### src/rtl/alu_rr_scheduler_if.sv
// ---------------------------------------------------------------------------
// alu_rr_scheduler_if
// Request/response bundle between the requesting engines and alu_rr_scheduler.
//   req_valid/req_ready : per-requester handshake (one bit per requester)
//   req_a/req_b/req_op  : packed per-requester operands, requester i at
//                         [DATA_W*i +: DATA_W] / [OP_W*i +: OP_W]
//   rsp_*               : single tagged response channel
// master = requester/consumer side, slave = scheduler side.
// ---------------------------------------------------------------------------
interface alu_rr_scheduler_if #(
    parameter int NUM_REQ = 4,
    parameter int ID_W    = 2,
    parameter int DATA_W  = 32,
    parameter int OP_W    = 4
);
    logic [NUM_REQ-1:0]        req_valid;
    logic [NUM_REQ-1:0]        req_ready;
    logic [NUM_REQ*DATA_W-1:0] req_a;
    logic [NUM_REQ*DATA_W-1:0] req_b;
    logic [NUM_REQ*OP_W-1:0]   req_op;

    logic                      rsp_valid;
    logic                      rsp_ready;
    logic [ID_W-1:0]           rsp_id;
    logic [DATA_W-1:0]         rsp_result;
    logic                      rsp_zero;
    logic                      rsp_err;

    modport master (
        output req_valid, req_a, req_b, req_op, rsp_ready,
        input  req_ready, rsp_valid, rsp_id, rsp_result, rsp_zero, rsp_err
    );

    modport slave (
        input  req_valid, req_a, req_b, req_op, rsp_ready,
        output req_ready, rsp_valid, rsp_id, rsp_result, rsp_zero, rsp_err
    );
endinterface

### src/rtl/alu_rr_scheduler.sv
// ---------------------------------------------------------------------------
// alu_rr_scheduler
// Shares one combinational ALU among NUM_REQ requesters. A round-robin
// arbiter picks a requester, its operands are registered onto the ALU
// inputs, the ALU result is captured one cycle later and returned on a
// tagged response channel.
// Ports:
//   clk, rst        : single clock, synchronous active-high reset
//   bus (slave)     : request channels in, response channel out
//   alu_a/b/op      : registered ALU inputs (hold value while idle)
//   alu_result/zero : ALU outputs
//   busy            : high whenever an operation is in flight
//   op_count        : completed responses, wraps at 16 bits
// ---------------------------------------------------------------------------
module alu_rr_scheduler #(
    parameter int NUM_REQ = 4,
    parameter int ID_W    = 2,
    parameter int DATA_W  = 32,
    parameter int OP_W    = 4
) (
    input  logic                clk,
    input  logic                rst,
    alu_rr_scheduler_if.slave   bus,
    output logic [DATA_W-1:0]   alu_a,
    output logic [DATA_W-1:0]   alu_b,
    output logic [OP_W-1:0]     alu_op,
    input  logic [DATA_W-1:0]   alu_result,
    input  logic                alu_zero,
    output logic                busy,
    output logic [15:0]         op_count
);

    typedef enum logic [1:0] {IDLE, EXEC, RESP} state_t;

    state_t              state_q,      state_d;
    logic [ID_W-1:0]     rr_ptr_q,     rr_ptr_d;
    logic [ID_W-1:0]     id_q,         id_d;
    logic [DATA_W-1:0]   alu_a_q,      alu_a_d;
    logic [DATA_W-1:0]   alu_b_q,      alu_b_d;
    logic [OP_W-1:0]     alu_op_q,     alu_op_d;
    logic                rsp_valid_q,  rsp_valid_d;
    logic [ID_W-1:0]     rsp_id_q,     rsp_id_d;
    logic [DATA_W-1:0]   rsp_result_q, rsp_result_d;
    logic                rsp_zero_q,   rsp_zero_d;
    logic                rsp_err_q,    rsp_err_d;
    logic [15:0]         op_count_q,   op_count_d;

    logic                arb_en;
    logic                grant_found;
    logic [ID_W-1:0]     grant_idx;

    // Unpacked views of the packed request buses.
    logic [DATA_W-1:0]   a_arr  [NUM_REQ];
    logic [DATA_W-1:0]   b_arr  [NUM_REQ];
    logic [OP_W-1:0]     op_arr [NUM_REQ];

    for (genvar i = 0; i < NUM_REQ; i++) begin : g_unpack
        assign a_arr[i]  = bus.req_a[DATA_W*i +: DATA_W];
        assign b_arr[i]  = bus.req_b[DATA_W*i +: DATA_W];
        assign op_arr[i] = bus.req_op[OP_W*i +: OP_W];
    end

    // Arbitration may only happen when the ALU input registers are free:
    // idle, or the current response is leaving this very cycle.
    always_comb begin
        // NOTE: every variable written here gets a default first; a path that
        // leaves one unassigned would infer a latch.
        arb_en      = (state_q == IDLE) || ((state_q == RESP) && bus.rsp_ready);
        grant_found = 1'b0;
        grant_idx   = '0;
        // Search rr_ptr, rr_ptr+1, ... wrapping at NUM_REQ; first hit wins.
        for (int k = 0; k < NUM_REQ; k++) begin
            int idx;
            idx = int'(rr_ptr_q) + k;
            if (idx >= NUM_REQ) idx = idx - NUM_REQ;
            if (!grant_found && bus.req_valid[idx]) begin
                grant_found = 1'b1;
                grant_idx   = ID_W'(idx);
            end
        end
        grant_found = grant_found && arb_en;
    end

    assign bus.req_ready = grant_found ? (NUM_REQ'(1) << grant_idx) : '0;

    always_comb begin
        state_d      = state_q;
        rr_ptr_d     = rr_ptr_q;
        id_d         = id_q;
        alu_a_d      = alu_a_q;
        alu_b_d      = alu_b_q;
        alu_op_d     = alu_op_q;
        rsp_valid_d  = rsp_valid_q;
        rsp_id_d     = rsp_id_q;
        rsp_result_d = rsp_result_q;
        rsp_zero_d   = rsp_zero_q;
        rsp_err_d    = rsp_err_q;
        op_count_d   = op_count_q;

        case (state_q)
            EXEC: begin
                rsp_result_d = alu_result;
                rsp_zero_d   = alu_zero;
                rsp_id_d     = id_q;
                rsp_err_d    = (alu_op_q != OP_W'(0)) && (alu_op_q != OP_W'(1));
                rsp_valid_d  = 1'b1;
                state_d      = RESP;
            end
            RESP: begin
                if (bus.rsp_ready) begin
                    op_count_d  = op_count_q + 16'd1;
                    rsp_valid_d = 1'b0;
                    state_d     = IDLE;
                end
            end
            default: ;
        endcase

        // A grant (from IDLE or the closing RESP cycle) loads the ALU inputs
        // and overrides the state chosen above.
        if (grant_found) begin
            alu_a_d  = a_arr[grant_idx];
            alu_b_d  = b_arr[grant_idx];
            alu_op_d = op_arr[grant_idx];
            id_d     = grant_idx;
            rr_ptr_d = (grant_idx == ID_W'(NUM_REQ - 1)) ? '0 : grant_idx + ID_W'(1);
            state_d  = EXEC;
        end
    end

    always_ff @(posedge clk) begin
        // NOTE: state registers use non-blocking assignments so every flop
        // samples the pre-edge values regardless of statement order.
        if (rst) begin
            state_q      <= IDLE;
            rr_ptr_q     <= '0;
            id_q         <= '0;
            alu_a_q      <= '0;
            alu_b_q      <= '0;
            alu_op_q     <= '0;
            rsp_valid_q  <= 1'b0;
            rsp_id_q     <= '0;
            rsp_result_q <= '0;
            rsp_zero_q   <= 1'b0;
            rsp_err_q    <= 1'b0;
            op_count_q   <= '0;
        end else begin
            state_q      <= state_d;
            rr_ptr_q     <= rr_ptr_d;
            id_q         <= id_d;
            alu_a_q      <= alu_a_d;
            alu_b_q      <= alu_b_d;
            alu_op_q     <= alu_op_d;
            rsp_valid_q  <= rsp_valid_d;
            rsp_id_q     <= rsp_id_d;
            rsp_result_q <= rsp_result_d;
            rsp_zero_q   <= rsp_zero_d;
            rsp_err_q    <= rsp_err_d;
            op_count_q   <= op_count_d;
        end
    end

    assign alu_a          = alu_a_q;
    assign alu_b          = alu_b_q;
    assign alu_op         = alu_op_q;
    assign bus.rsp_valid  = rsp_valid_q;
    assign bus.rsp_id     = rsp_id_q;
    assign bus.rsp_result = rsp_result_q;
    assign bus.rsp_zero   = rsp_zero_q;
    assign bus.rsp_err    = rsp_err_q;
    assign busy           = (state_q != IDLE);
    assign op_count       = op_count_q;

endmodule
### src/flat_wrapper.sv
// flat-port wrapper written by rule: the top's interface ports become plain ports
module alu_rr_scheduler_flat 
#(
    parameter int NUM_REQ = 4,
    parameter int ID_W    = 2,
    parameter int DATA_W  = 32,
    parameter int OP_W    = 4
)
  (clk, rst, alu_a, alu_b, alu_op, alu_result, alu_zero, busy, op_count, bus_req_valid, bus_req_a, bus_req_b, bus_req_op, bus_rsp_ready, bus_req_ready, bus_rsp_valid, bus_rsp_id, bus_rsp_result, bus_rsp_zero, bus_rsp_err);
  alu_rr_scheduler_if #(.NUM_REQ(NUM_REQ), .ID_W(ID_W), .DATA_W(DATA_W), .OP_W(OP_W)) bus_i ();
  input  logic clk;
  input  logic rst;
  output logic [DATA_W-1:0] alu_a;
  output logic [DATA_W-1:0] alu_b;
  output logic [OP_W-1:0] alu_op;
  input  logic [DATA_W-1:0] alu_result;
  input  logic alu_zero;
  output logic busy;
  output logic [15:0] op_count;
  input wire logic [$bits(bus_i.req_valid)-1:0] bus_req_valid;
  input wire logic [$bits(bus_i.req_a)-1:0] bus_req_a;
  input wire logic [$bits(bus_i.req_b)-1:0] bus_req_b;
  input wire logic [$bits(bus_i.req_op)-1:0] bus_req_op;
  input wire logic [$bits(bus_i.rsp_ready)-1:0] bus_rsp_ready;
  output wire logic [$bits(bus_i.req_ready)-1:0] bus_req_ready;
  output wire logic [$bits(bus_i.rsp_valid)-1:0] bus_rsp_valid;
  output wire logic [$bits(bus_i.rsp_id)-1:0] bus_rsp_id;
  output wire logic [$bits(bus_i.rsp_result)-1:0] bus_rsp_result;
  output wire logic [$bits(bus_i.rsp_zero)-1:0] bus_rsp_zero;
  output wire logic [$bits(bus_i.rsp_err)-1:0] bus_rsp_err;
  assign bus_i.req_valid = bus_req_valid;
  assign bus_i.req_a = bus_req_a;
  assign bus_i.req_b = bus_req_b;
  assign bus_i.req_op = bus_req_op;
  assign bus_i.rsp_ready = bus_rsp_ready;
  assign bus_req_ready = bus_i.req_ready;
  assign bus_rsp_valid = bus_i.rsp_valid;
  assign bus_rsp_id = bus_i.rsp_id;
  assign bus_rsp_result = bus_i.rsp_result;
  assign bus_rsp_zero = bus_i.rsp_zero;
  assign bus_rsp_err = bus_i.rsp_err;
  alu_rr_scheduler #(.NUM_REQ(NUM_REQ), .ID_W(ID_W), .DATA_W(DATA_W), .OP_W(OP_W)) u_core (.clk(clk), .rst(rst), .bus(bus_i), .alu_a(alu_a), .alu_b(alu_b), .alu_op(alu_op), .alu_result(alu_result), .alu_zero(alu_zero), .busy(busy), .op_count(op_count));
endmodule
### config.mk
export PLATFORM = sky130hd
export DESIGN_NAME = alu_rr_scheduler_flat
export DESIGN_NICKNAME = d
export VERILOG_FILES = /design/src/rtl/alu_rr_scheduler_if.sv /design/src/rtl/alu_rr_scheduler.sv /design/src/flat_wrapper.sv
export SDC_FILE = /design/constraint.sdc
export NUM_CORES = 1
export LEC_CHECK = 0
export BUFFER_PORTS_ARGS = -buffer_cell sky130_fd_sc_hd__buf_4
export CAP_MARGIN = 40
export CORE_AREA = 3 3 170 172
export CTS_CLUSTER_SIZE = 40
export DETAILED_ROUTE_END_ITERATION = 7
export DIE_AREA = 0 0 173 175
export PLACE_DENSITY = 0.58
export SLEW_MARGIN = 20
export SYNTH_ARGS = -nofsm -noshare
export SYNTH_HDL_FRONTEND = slang
export SYNTH_SLANG_ARGS = --single-unit
### constraint.sdc
create_clock -name clk -period 7.2 [get_ports clk]
set_clock_uncertainty 0.1 [all_clocks]
set_input_delay 0.72 -clock clk [delete_from_list [all_inputs] [get_ports clk]]
set_output_delay 0.72 -clock clk [all_outputs]
set_load 0.02 [all_outputs]
==> results of run 1 <==
## through the flow
stage,instances,utilization (%)
after floorplan,815,-
after global placement,1550,38.0
after detailed placement,1551,38.1
after CTS,1583,40.3
after global routing,1584,40.4
final,1584,40.4
## report_power, final
group | internal, uW | leakage [uW] | switching (uW)
logic | 521 | 0.00380 | 706
registers | 826 | 0.00104 | 73.6
clock network | 533 | 0.000286 | 378
total | 1880 | 0.00514 | 1160
## logic make-up after synthesis
group	Yosys count
mux	35
fa+ha+maj	5
compound gates	230
flops	127
simple gates	312
buf+inv	96
xor+xnor	10
## worst max path at each step
stage	start	endpoint	slack (ns)	cells after the start
finish	bus_req_valid[0]	bus_req_ready[3]	3.25	8
global route	bus_req_valid[0]	bus_req_ready[3]	3.08	8
CTS	bus_req_valid[0]	bus_req_ready[3]	3.16	8
detailed placement	bus_req_valid[0]	bus_req_ready[3]	3.16	8
global placement	bus_req_valid[0]	bus_req_ready[3]	3.15	8
floorplan	bus_req_valid[0]	bus_req_ready[3]	4.02	9
## sequential cells by signal, indices dropped and copies added (netlist names)
name / flops
u_core.rr_ptr_q: 2
u_core.bus.rsp_id: 2
u_core.bus.rsp_zero: 1
u_core.bus.rsp_result: 32
u_core.alu_a: 32
u_core.state_q: 2
u_core.alu_b: 32
u_core.bus.rsp_valid: 1
u_core.id_q: 2
u_core.alu_op: 4
u_core.op_count: 16
u_core.bus.rsp_err: 1
## routing by layer
layer	part of all wire, %	vias up
met5	0	-
li1	-	3781
met1	42	3589
met2	48	347
met4	1.7	0
met3	7.9	30
## cells in the final DEF (no fill, tap or decap), drive strengths merged
cell and instances:
a211oi 138, a21o 1, a21oi 13, and2 3, and2b 1, and3 138
and4 1, buf 447, bufinv 2, clkbuf 18, clkinvlp 4, dfxtp 127
ha 5, inv 16, mux2i 35, nand2 82, nand2b 1, nand3 3
nand4 4, nor2 58, nor2b 6, nor3 6, nor3b 1, o211ai 1
o21ai 8, o21ba 1, o31ai 68, or3 6, or4 1, or4b 1
xnor2 7, xor2 3
## worst max-delay path: stages
cell and delay, ns:
buf_4 0.12, nor2b_1 0.15, o21ba_1 0.16, or3_2 0.75
inv_2 0.70, ha_1 0.26, and2_1 0.12, buf_4 0.15
## layout make-up
type	instances	area [sq um]
clock inverters	14	168
clock buffers	18	439
repair buffers	447	3370
fillers	2838	16500
well taps	378	473
flip-flops and latches	127	2540
multi-input cells	592	4130
inverters	8	32.5
==> run metrics, run 1 <==
status finished, final reports clean; GRT met3 Usage 6.52%; GRT Total Usage 19.4%; Hold Path End u_core.alu_b[1]; Area growth, synth to finish 57.1%; Max Buffers Root-to-Sink 2; via count 7747; compound-gate portion of the synthesized area 28.0%; fmax 0.253 GHz; leading area contributor after synthesis dfxtp_1; DRT Pass-1 Iters 5; Avg Synthesized Cell Area 8.71 sq um; via/cell ratio 4.89; HP Start u_core.alu_b[1]; clk_lat worst skew 0.41 ns; wire per inst 19.6 um; maxcap violations 0; cell depth of the worst flop-to-flop path 7; proportion of netlist area held by the largest area contributor 35.8%; Worst slew margin 47.3%; CTS tree yes; die width 173 um; vias in the first global route 7696; CORE AREA 27600 sq um; number of core rows 61; post-synthesis mux area share 4.94%; register area share after synthesis 35.8%; worst slew pin tran 0.791 ns; Final Critical Period 3.95 ns; synth warn 0; crit-path max FO 35; CP Data Required Time 6.38 ns; Diodes inserted 0; CTS Sinks 127; DRC errors left 0; Num CTS Buffers 17; die area 30300 sq um; Starting Density 25.7%; setup TNS 0 ns; RSZ-0062 raised after global routing no; H-tree depth 4; CTS root buf clkbuf_16; Most Used Layer, Global Route met2; leakage 0.00514 uW; Setup WS post-layout 3.25 ns; Post-Syn Nets 1132; R2R Setup Slk 3.68 ns; final setup fails 0; worst r2r dst u_core.alu_a[19]; GR met1 Demand/Resource 23.3%; port bufs 437; first-pass GRT wire length 46200 um; GP Congestion 0.832; cells after synthesis 815; post-synthesis adder-cell area fraction 0.882%; crit path capture type output port; layout cells sized above 1 45.7%; Synth area leaders dfxtp_1, a211oi_1, and3_1, o31ai_2, mux2i_1; post-CTS setup repair buffer count 0; Synth Register Bits 127; largest net degree at the start of global routing 78; Synth Area in Simple Gates 22.7%; IO Pins 438; drt first-iter violations 336; Post-Synth XOR/XNOR Area 1.23%; largest family of logic cells by synthesized area compound AO/OA/AOI/OAI gates; GRT met2 Usage 33.6%; placed cell areas 10500 sq um; final hold slack 0.354 ns; Post-CTS Resized 0; Peak VDD IR 0.130 mV; most instantiated cells after synthesis a211oi_1, and3_1, dfxtp_1; Post-synth ARST share 0%; HP Class register to register; wirelength, routed 31100 um; antenna violations before repair 0; Hold Fails Final Rpt 0; P per Cell Area 272 nW/um^2; clk slew on worst S/H paths 0.06 ns; total congestion overflow 0; Setup CP Type input pin to output port; Startpoint Class input pin; total power 3040 uW; Final period util 54.9%; Routed Antenna Nets 0; DP Worst Slack 3.16 ns; hold-critical path depth 2; CTS hold repair buffers 0; nets 1510; critical register-to-register path startpoint u_core.rr_ptr_q[0]; CP arrival 3.13 ns; Finished Cell Area 11100 sq um; EDFF count, synth 0; top_reg_cell synth dfxtp_1; Die Y 175 um; synth unique cells 39; count of final max-slew check failures 0; hpwl dp 23000 um; Post-Syn Area 7100 sq um
(Power assumes the default switching activity.)
==> run 2, diff against run 1 <==
ABC_AREA = 1   (was default)
clock period = 3.8 ns   (was 7.2 ns; I/O delays follow)
==> run metrics, run 2 <==
post-CTS setup repair buffer count 0 (unchanged); cells after synthesis 1104 (+35%); drt first-iter violations 706 (+110%); layout cells sized above 1 33.1% (-13 points); CTS Sinks 127 (unchanged); wirelength, routed 31300 um (+0.65%); crit path capture type output port; number of core rows 61 (unchanged); port bufs 437 (unchanged); DRC errors left 0 (unchanged); total power 10200 uW (+240%); DRT Pass-1 Iters 5 (unchanged); Post-Syn Nets 1421 (+26%); GRT Total Usage 19.6% (+0.18 points); commonest non-fill, non-tap cell in the layout buf_4; largest net degree at the start of global routing 137 (+76%); GP Congestion 0.890 (+7.0%); Multi-input gate area 3920 sq um (-5.0%); clk slew on worst S/H paths 0.07 ns (about the same); H-tree depth 4 (unchanged); clk_lat worst skew 0.42 ns (about the same); proportion of netlist area held by the largest area contributor 36.1% (+0.25 points); fill count 3002 (+5.8%); RSZ-0062 raised after global routing no; CTS root buf clkbuf_16; Num CTS Buffers 17 (unchanged); Area growth, synth to finish 57.7%; via count 8875 (+15%); compound-gate portion of the synthesized area 4.92% (-23 points); Synth Register Bits 127 (unchanged); Routed Antenna Nets 0 (unchanged); P per Cell Area 921 nW/um^2 (+240%); post-synthesis mux area share 0% (-4.9 points); final setup fails 0 (unchanged); Post-CTS Resized 0 (unchanged); crit-path max FO 29 (-17%); CP Data Required Time 3.32 ns (-3.06 ns); Setup CP Type register to output port; top_reg_cell synth dfxtp_1; worst slew pin tran 0.690 ns (-0.100 ns); IO Pins 438 (unchanged); HP Class input pin to register; leading area contributor after synthesis dfxtp_1; register area share after synthesis 36.1% (+0.25 points); CP arrival 2.86 ns (-0.27 ns); vias in the first global route 8369 (+8.7%); maxcap violations 0 (unchanged); Die Y 175 um (unchanged); fmax 0.300 GHz; nets 1803 (+19%); largest family of logic cells by synthesized area simple AND/OR/NAND/NOR gates; Synth Area in Simple Gates 48.9% (+26 points); total congestion overflow 0 (unchanged); most frequent cells in the layout buf_4, nand3_1, nand2_1; die width 173 um (unchanged); register area 2540 sq um (unchanged); hpwl dp 22300 um (-3.1%); Avg Synthesized Cell Area 6.38 sq um (-27%); antenna violations before repair 4 (+4); EDFF count, synth 0 (unchanged); Synth area leaders dfxtp_1, nand3_1, nand2_1, nor2_1, o21ai_0; via/cell ratio 4.72 (-3.5%); die area 30300 sq um (unchanged); synth warn 0 (unchanged); Post-Synth XOR/XNOR Area 0.497% (-0.74 points); CTS tree yes; Worst slew margin 54.0% (+6.7 points); leakage 0.00560 uW (+9.0%); Post-synth ARST share 0% (unchanged); synth unique cells 28 (-28%); Starting Density 25.5% (-0.18 points); most instantiated cells after synthesis nand3_1, nand2_1, dfxtp_1; setup TNS 0 ns (unchanged); final hold slack 0.0730 ns (-0.281 ns); first-pass GRT wire length 47800 um (+3.4%); Max Buffers Root-to-Sink 2 (unchanged); status finished, final reports clean; count leader, synth nand3_1; Final period util 87.8%; wire per inst 16.6 um (-15%); post-synthesis adder-cell area fraction 0.888% (+0.0061 points); CORE AREA 27600 sq um (unchanged); Startpoint Class register; CTS hold repair buffers 0 (unchanged); count of final max-slew check failures 0 (unchanged); Hold Fails Final Rpt 0 (unchanged); Final Critical Period 3.34 ns; Post-Syn Area 7050 sq um (-0.69%); Peak VDD IR 0.609 mV (+370%)
run 2: changes by cell type after synthesis, sizes merged, moves of 7 or more:
| cell | previous run | this run |
|---|---|---|
| nor2 | 58 | 92 |
| clkbuf | 67 | 17 |
| xnor2 | 7 | 0 |
| a211oi | 138 | 0 |
| o21ai | 8 | 47 |
| nand3 | 3 | 353 |
| nand2 | 82 | 324 |
| and3 | 138 | 2 |
| mux2i | 35 | 0 |
| buf | 21 | 70 |
| o31ai | 68 | 0 |
| inv | 7 | 30 |
run 2: per-layer routing:
metal	share of wire [%]	global-route usage, %	wire [um]
met3	9.0	6.74	2820
met1	41	24.5	12900
met2	48	32.2	15000
met4	1.9	5.78	582
met5	0.042	0	13
run 2: area by class of cell:
type	count	area share (%)
Clock buffer	18	3.95
Antenna cell	3	0.0676
Inverter	31	1.05
Multi-Input combinational cell	859	35.3
Timing Repair Buffer	450	31.0
Sequential cell	127	22.9
Tap cell	378	4.26
Clock inverter	14	1.53
run 2: path summary, 6_finish.rpt:
path | startpoint | to | slack [ns] | cells past startpoint
worst max-delay path | u_core.rr_ptr_q[0] | bus_req_ready[3] | 0.46 | 13
worst max register to register | u_core.rr_ptr_q[0] | u_core.alu_b[30] | 0.78 | 13
worst min-delay path | alu_result[0] | u_core.bus.rsp_result[0] | 0.07 | 3
worst min register to register | u_core.alu_a[3] | u_core.alu_a[3] | 0.35 | 2
run 2: metrics by stage:
step                setup slack, ns  std cells  area, sq um  util [%]
global route                  0.188       1880        11100      40.2
detailed placement            0.895       1845        10500      38.0
floorplan                      1.45       1104         7050         -
finish                        0.463       1880        11100      40.2
CTS                           0.434       1877        11100      40.2
global placement              0.933       1845        10500      38.0
run 2: kinds of logic (layout without fill, tap and decap cells):
family,count (synthesis),in the layout
flops,127,127
buf+inv,118,513
xor+xnor,4,4
other cells,0,3
simple gates,784,784
compound gates,66,66
fa+ha+maj,5,5
run 2: where the power goes:
group | switching (uW) | total, uW | internal [uW]
combinational | 4260 | 6470 | 2210
clock | 718 | 1730 | 1010
sequential | 245 | 2030 | 1790
total | 5220 | 10200 | 5010
run 2: worst max-delay path: stages (launching register included):
cell	delay (ns)
dfxtp_1	0.57
inv_2	0.17
nand2_1	0.10
nand2_1	0.08
nand2_1	0.08
nand2_1	0.08
nor2_4	0.12
nand3_1	0.12
nand3_4	0.20
buf_4	0.38
ha_1	0.22
inv_1	0.05
nor2_1	0.10
buf_4	0.16
